File: config.mk
export PLATFORM = sky130hd
export DESIGN_NAME = receiver_frame_sequencer_flat
export DESIGN_NICKNAME = d
export VERILOG_FILES = /design/src/rtl/receiver_frame_sequencer_if.sv /design/src/rtl/receiver_frame_sequencer.sv /design/src/flat_wrapper.sv
export SDC_FILE = /design/constraint.sdc
export NUM_CORES = 1
export LEC_CHECK = 0
export BUFFER_PORTS_ARGS = -buffer_cell sky130_fd_sc_hd__buf_2
export CORE_MARGIN = 1
export CORE_UTILIZATION = 23
export CTS_CLUSTER_SIZE = 28
export DETAILED_ROUTE_END_ITERATION = 10
export GPL_TIMING_DRIVEN = 0
export PLACE_DENSITY_LB_ADDON = 0.12
export RECOVER_POWER = 25
export REMOVE_ABC_BUFFERS = 1
export SETUP_SLACK_MARGIN = 0.5
export SLEW_MARGIN = 10
export SYNTH_ARGS = -nofsm -noshare
export SYNTH_HDL_FRONTEND = slang
export SYNTH_SLANG_ARGS = --single-unit
File: constraint.sdc
create_clock -name clk -period 5.5 [get_ports clk]
set_input_delay 1.1 -clock clk [delete_from_list [all_inputs] [get_ports clk]]
set_output_delay 1.1 -clock clk [all_outputs]
set_load 0.03 [all_outputs]
File: src/rtl/receiver_frame_sequencer_if.sv
// Frame-in / word-out handshake bundle for the receiver frame sequencer.
// slave is the sequencer's view; master is the source/sink side.
interface receiver_frame_sequencer_if #(
    parameter int N = 16,
    parameter int M = 6
);
    logic         s_valid;
    logic         s_ready;
    logic [N-1:0] s_data;
    logic         m_valid;
    logic         m_ready;
    logic [M-1:0] m_data;
    logic         m_error;

    modport slave (
        input  s_valid, s_data, m_ready,
        output s_ready, m_valid, m_data, m_error
    );

    modport master (
        output s_valid, s_data, m_ready,
        input  s_ready, m_valid, m_data, m_error
    );
endinterface

File: src/rtl/receiver_frame_sequencer.sv
// Runs the Hadamard/PAM Receiver one frame at a time: load, reset pulse,
// N run cycles, then hands the decoded word to the sink.
module receiver_frame_sequencer #(
    parameter int HADAMARD      = 4,
    parameter int PAM_LEVEL_LOG = 2,
    parameter int BIT_NUM       = $clog2(HADAMARD) + PAM_LEVEL_LOG,
    parameter int N             = HADAMARD * BIT_NUM,
    parameter int M             = (HADAMARD - 1) * PAM_LEVEL_LOG,
    parameter int CNT_W         = $clog2(N + 1)
) (
    input  logic                         clk,
    input  logic                         reset,
    receiver_frame_sequencer_if.slave    bus,
    output logic                         rx_resetn,
    output logic [N-1:0]                 rx_input_data,
    input  logic [M-1:0]                 rx_output_data,
    input  logic                         rx_ready,
    output logic                         busy,
    output logic [15:0]                  frame_count
);

    typedef enum logic [1:0] {
        IDLE = 2'd0,
        LOAD = 2'd1,
        RUN  = 2'd2,
        HOLD = 2'd3
    } state_t;

    state_t             state_q, state_d;
    logic [CNT_W-1:0]   cnt_q, cnt_d;
    logic               rx_resetn_q, rx_resetn_d;
    logic [N-1:0]       in_q, in_d;
    logic               m_valid_q, m_valid_d;
    logic [M-1:0]       m_data_q, m_data_d;
    logic               m_error_q, m_error_d;
    logic [15:0]        fc_q, fc_d;

    always_comb begin
        state_d     = state_q;
        cnt_d       = cnt_q;
        rx_resetn_d = rx_resetn_q;
        in_d        = in_q;
        m_valid_d   = m_valid_q;
        m_data_d    = m_data_q;
        m_error_d   = m_error_q;
        fc_d        = fc_q;
        unique case (state_q)
            IDLE: begin
                if (bus.s_valid) begin
                    in_d    = bus.s_data;
                    state_d = LOAD;
                end
            end
            LOAD: begin
                cnt_d       = '0;
                rx_resetn_d = 1'b1;
                state_d     = RUN;
            end
            RUN: begin
                cnt_d = cnt_q + CNT_W'(1);
                // capture on the edge that brings the count to N
                if (cnt_q == CNT_W'(N - 1)) begin
                    m_data_d    = rx_output_data;
                    m_error_d   = ~rx_ready;
                    m_valid_d   = 1'b1;
                    rx_resetn_d = 1'b0;
                    state_d     = HOLD;
                end
            end
            HOLD: begin
                if (bus.m_ready) begin
                    m_valid_d = 1'b0;
                    fc_d      = fc_q + 16'd1;
                    state_d   = IDLE;
                end
            end
            default: state_d = IDLE;
        endcase
    end

    always_ff @(posedge clk) begin
        if (reset) begin
            state_q     <= IDLE;
            cnt_q       <= '0;
            rx_resetn_q <= 1'b0;
            in_q        <= '0;
            m_valid_q   <= 1'b0;
            m_data_q    <= '0;
            m_error_q   <= 1'b0;
            fc_q        <= '0;
        end else begin
            state_q     <= state_d;
            cnt_q       <= cnt_d;
            rx_resetn_q <= rx_resetn_d;
            in_q        <= in_d;
            m_valid_q   <= m_valid_d;
            m_data_q    <= m_data_d;
            m_error_q   <= m_error_d;
            fc_q        <= fc_d;
        end
    end

    assign bus.s_ready   = (state_q == IDLE);
    assign busy          = (state_q != IDLE);
    assign bus.m_valid   = m_valid_q;
    assign bus.m_data    = m_data_q;
    assign bus.m_error   = m_error_q;
    assign rx_resetn     = rx_resetn_q;
    assign rx_input_data = in_q;
    assign frame_count   = fc_q;

endmodule

File: src/flat_wrapper.sv
// flat-port wrapper written by rule: the top's interface ports become plain ports
module receiver_frame_sequencer_flat 
#(
    parameter int HADAMARD      = 4,
    parameter int PAM_LEVEL_LOG = 2,
    parameter int BIT_NUM       = $clog2(HADAMARD) + PAM_LEVEL_LOG,
    parameter int N             = HADAMARD * BIT_NUM,
    parameter int M             = (HADAMARD - 1) * PAM_LEVEL_LOG,
    parameter int CNT_W         = $clog2(N + 1)
)
  (clk, reset, rx_resetn, rx_input_data, rx_output_data, rx_ready, busy, frame_count, bus_s_valid, bus_s_data, bus_m_ready, bus_s_ready, bus_m_valid, bus_m_data, bus_m_error);
  receiver_frame_sequencer_if #(.N(N), .M(M)) bus_i ();
  input  logic clk;
  input  logic reset;
  output logic rx_resetn;
  output logic [N-1:0] rx_input_data;
  input  logic [M-1:0] rx_output_data;
  input  logic rx_ready;
  output logic busy;
  output logic [15:0] frame_count;
  input wire logic [$bits(bus_i.s_valid)-1:0] bus_s_valid;
  input wire logic [$bits(bus_i.s_data)-1:0] bus_s_data;
  input wire logic [$bits(bus_i.m_ready)-1:0] bus_m_ready;
  output wire logic [$bits(bus_i.s_ready)-1:0] bus_s_ready;
  output wire logic [$bits(bus_i.m_valid)-1:0] bus_m_valid;
  output wire logic [$bits(bus_i.m_data)-1:0] bus_m_data;
  output wire logic [$bits(bus_i.m_error)-1:0] bus_m_error;
  assign bus_i.s_valid = bus_s_valid;
  assign bus_i.s_data = bus_s_data;
  assign bus_i.m_ready = bus_m_ready;
  assign bus_s_ready = bus_i.s_ready;
  assign bus_m_valid = bus_i.m_valid;
  assign bus_m_data = bus_i.m_data;
  assign bus_m_error = bus_i.m_error;
  receiver_frame_sequencer #(.HADAMARD(HADAMARD), .PAM_LEVEL_LOG(PAM_LEVEL_LOG), .BIT_NUM(BIT_NUM), .N(N), .M(M), .CNT_W(CNT_W)) u_core (.clk(clk), .reset(reset), .bus(bus_i), .rx_resetn(rx_resetn), .rx_input_data(rx_input_data), .rx_output_data(rx_output_data), .rx_ready(rx_ready), .busy(busy), .frame_count(frame_count));
endmodule
[Yosys cells after proc, flatten, opt, wreduce, memory -nomap -nowiden]
Cells that the tools add are included.
Word-level totals
  flip-flop bits (word level): 48
  output and inout bits: 43
  word-level logic and storage cells: 38
Operators by class
  add/sub/neg operators: 2
  equal/unequal tests: 7
  mux-type cells: 10
  bitwise gates (word level): 1
  reductions and logical operators: 10
Operators with widths (count)
  16-bit by 1-bit adder with 16-bit output, second input constant: 1
  5-bit case mux with 2 select lines: 1
  2-bit case mux with 4 select lines: 1
  2-bit AND reduction: 4
  2-bit two-way mux: 3
  3-bit AND reduction: 2
  2-bit nonzero test: 3
  5-bit by 1-bit adder with 5-bit output, second input constant: 1
  5-bit by 4-bit == test with 1-bit output, second input constant: 1
  2-bit == test, second input constant: 2
  2-bit inequality test, second input constant: 2
  1-bit case mux with 2 select lines: 2
  1-bit two-way mux: 3
  2-bit by 1-bit == test with 1-bit output, second input constant: 1
  2-bit zero test: 1
  2-bit by 1-bit inequality test with 1-bit output, second input constant: 1
  1-bit NOT: 1

[Logic depth before layout (Yosys ltp)]
  word-level depth: 3
  mapped depth: 7
  gate-level depth less buffers: 7

[Worst setup path before layout]
No wires, ideal clock.
  path type: input to register
  from: input port bus_m_ready
  to: register u_core.fc_q[15] (netlist: u_core.frame_count[15])
  setup time: 121 ps
  arrival time: 2160 ps
  required time: 5379 ps
  setup slack: 3220 ps
  stages on the path: 4
  path buffers: 0
  cells stage by stage: nand4_1 -> or3_4 -> nor3_1 -> mux2_2
On the way
  cells in the longest elaborated chain, start to end: 1
RTL lines
  start: declaration: RTL line flat_wrapper.sv:23  | input wire logic [$bits(bus_i.m_ready)-1:0] bus_m_ready;
  2-bit AND reduction (no source line)
  end signal: assignment: RTL line receiver_frame_sequencer.sv:90  | fc_q <= '0;
  end signal: assignment: RTL line receiver_frame_sequencer.sv:99  | fc_q <= fc_d;
  end: declaration: RTL line receiver_frame_sequencer.sv:36  | logic [15:0] fc_q, fc_d;
Every way passes these cells.
A chain may end at the register's enable or synchronous reset.

==> reports/metrics.yaml <==
synth_top_area_share: 0.481
finalSetupViolations: 0
routabilityCongestion: 0.678
crit_required_ns: 5.69
port_buffers: 69
initial_utilization: 0.241
postSynthCellCount: 244
fin_crit_ns: 2.97
via_count: 1776
cts_tree: "done"
num_antenna_cells: 0
powerDensity_nw_per_um2: 340
worst_r2r_startpoint: "u_core.state_q[0]$_SDFFE_PP0P_"
fp-row-count: 33
die_x_um: 95.2
grt_max_degree: 51
fmax_mhz: 337
clk_pin_slew_ns: 0.09
async_flop_share: 0
cts.sinks: 48
synthToLayoutAreaGrowth_pct: 26.6
nFillCells: 925
synthFlopType: "dfxtp_1"
cp.arrival_ns: 3.16
maxSlewViolCount: 51
critical_path_class: "in -> reg"
regArea_um2: 961
slowest_stage: "clkbuf_1"
tightestPinTransition_ns: 2.30
fin_setup_tns_ns: 0
grt_pass1_wl_um: 7630
detail-route-antenna-nets: 0
rsz0062_at_grt: "no"
drt_wl_total_um: 4860
synth-edff-count: 0
slowest_delay_ns: 1.61
final_area_um2: 2530
insertion_delay_ns: 0.29
post_cts_buffers: 0
rrSetupSlack_ns: 3.41
startpoint: "reset"
cts_buffers: 5
place_area_um2: 2440
yosys_warnings: 0
fin_crit_sh: 0.540
yosys-top-cells-area: "dfxtp_1 48%, nand2_1 11%, a21oi_1 8.3%"
hold_violations: 0
reg2reg_to: "u_core.frame_count[15]$_SDFFE_PP0P_"
whs_ns: 0.453
die_y_um: 95.2
root_buffer: "clkbuf_8"
track_usage: 0.110
cts.hold.buffers_added: 0
yosysTopAreaCell: "dfxtp_1"
cp-start-kind: "input pin"
ys_seq_area_frac: 0.481
place_inst: 409
leakagePower_nw: 1.08
drt_iter0_drc: 71
violations: "capacitance limit, slew limit"
fin_total_pwr_mw: 0.862
wire_per_inst_um: 11.6
nNetsFinal: 347
dr.pass1.iters: 3
drv_cap: 1
crit_fanout: 50
drc: 0
io_pins: 70
final_common_cell: "buf_2"
ys_ff_latch: 48
cts_resized: 0
avgSynthCellArea_um2: 8.19
layout_common_cells: "68 x buf_2, 56 x nand2_1, 48 x dfxtp_1, 33 x a21oi_1, 27 x nor2_1"
end_kind: "flip-flop"
skew_ns: 0.00458
grt_pass1_vias: 1605
coreArea_um2: 8300
reg2reg_depth: 5
place_hpwl_um: 3310
die_area_um2: 9070
outcome: "finished, violations left"
antenna_found_initial: 0
irDropWorstVdd_uv: 153
vias_per_cell: 4.26
multi_input_area_um2: 967
max-clock-path-buffers: 2
relSlewSlack: -0.537
synth_cell_types: 31
hold_class: "reg -> reg"
syn_area_um2: 2000
endpoint: "u_core.frame_count[15]$_SDFFE_PP0P_"
final_cells: 417
htreeDepth: 2
grt_overflow_total: 0
final_layout_size_suffix_gt1_frac: 0.260
crit_chain: "clkbuf_1, nor2b_1, mux2_2"
-- sequential cells by signal (all words and copies together) (netlist names) --
| signal | flops |
|---|---|
| u_core.frame_count | 16 |
| u_core.bus.m_error | 1 |
| u_core.bus.m_valid | 1 |
| u_core.bus.m_data | 6 |
| u_core.rx_input_data | 16 |
| u_core.cnt_q | 5 |
| u_core.state_q | 2 |
| u_core.rx_resetn | 1 |
-- layer usage --
metal / routed length [um] / share of wire / global-route usage / vias to the layer above
li1: - / - / - / 934
met1: 2310 / 0.48 / 0.140 / 803
met2: 2230 / 0.46 / 0.179 / 34
met3: 266 / 0.055 / 0.0295 / 5
met4: 53 / 0.011 / 0.0379 / 0
met5: 0 / 0 / 0 / -
-- where the power goes --
group / switching (mW) / internal (mW) / total [mW]
Sequential: 0.0170 / 0.377 / 0.394
Clock: 0.115 / 0.103 / 0.218
Combinational: 0.174 / 0.0762 / 0.250
-- kinds of logic after synthesis --
kind of cell,count (synthesis),synth area share
XOR/XNOR,10,0.0438
buffers and inverters,19,0.0357
AND/OR/NAND/NOR,112,0.253
multiplexers,3,0.0163
flip-flops,48,0.481
AO/OA/AOI/OAI,43,0.115
adder cells (fa/ha/maj),9,0.0563
-- cell usage after synthesis (2+ instances only) --
library cell and instances:
nand2_1 56, dfxtp_1 48, a21oi_1 33, nor2_1 27
inv_1 10, ha_1 9, xnor2_1 9, o21ai_0 6
clkbuf_1 5, nand3_1 5, buf_1 4, nor3_1 3
nor4_1 3, a211oi_1 2, and2_1 2, and3_1 2
mux2_2 2, nand4_1 2, nor2b_1 2, or3_1 2
or3_4 2
-- critical path: cells and delay by family --
kind	cells	cell delay, ns
and+or+nand+nor	1	0.09
muxes	1	0.34
buffers and inverters	1	1.61
-- worst min-delay path by stage --
stage | start | to | slack, ns | depth (start not counted)
6_report | u_core.bus.m_data[2]$_SDFFE_PP0P_ | u_core.bus.m_data[2]$_SDFFE_PP0P_ | 0.45 | 2
4_1_cts | u_core.bus.m_data[2]$_SDFFE_PP0P_ | u_core.bus.m_data[2]$_SDFFE_PP0P_ | 0.46 | 2
2_1_floorplan | u_core.cnt_q[3]$_SDFFE_PP0P_ | u_core.cnt_q[3]$_SDFFE_PP0P_ | 0.43 | 2
3_5_place_dp | u_core.bus.m_data[2]$_SDFFE_PP0P_ | u_core.bus.m_data[2]$_SDFFE_PP0P_ | 0.44 | 2
5_1_grt | u_core.rx_input_data[6]$_SDFFE_PP0P_ | u_core.rx_input_data[6]$_SDFFE_PP0P_ | 0.47 | 2
3_3_place_gp | u_core.bus.m_data[4]$_SDFFE_PP0P_ | u_core.bus.m_data[4]$_SDFFE_PP0P_ | 0.44 | 2
-- cell type report --
class | count | share of cell area
multi-input cells | 177 | 0.382
clock buffers | 8 | 0.0356
repair buffers | 69 | 0.136
well taps | 105 | 0.0519
flip-flops and latches | 48 | 0.380
inverters | 10 | 0.0148
-- per-stage QoR --
step                setup slack (ns)   util
global route                    2.27  0.305
detailed placement              2.86  0.294
floorplan                       3.22      -
finish                          2.53  0.305
global placement                2.87  0.294
CTS                             3.04  0.305
Note: power is estimated with default switching activity, not from simulation.
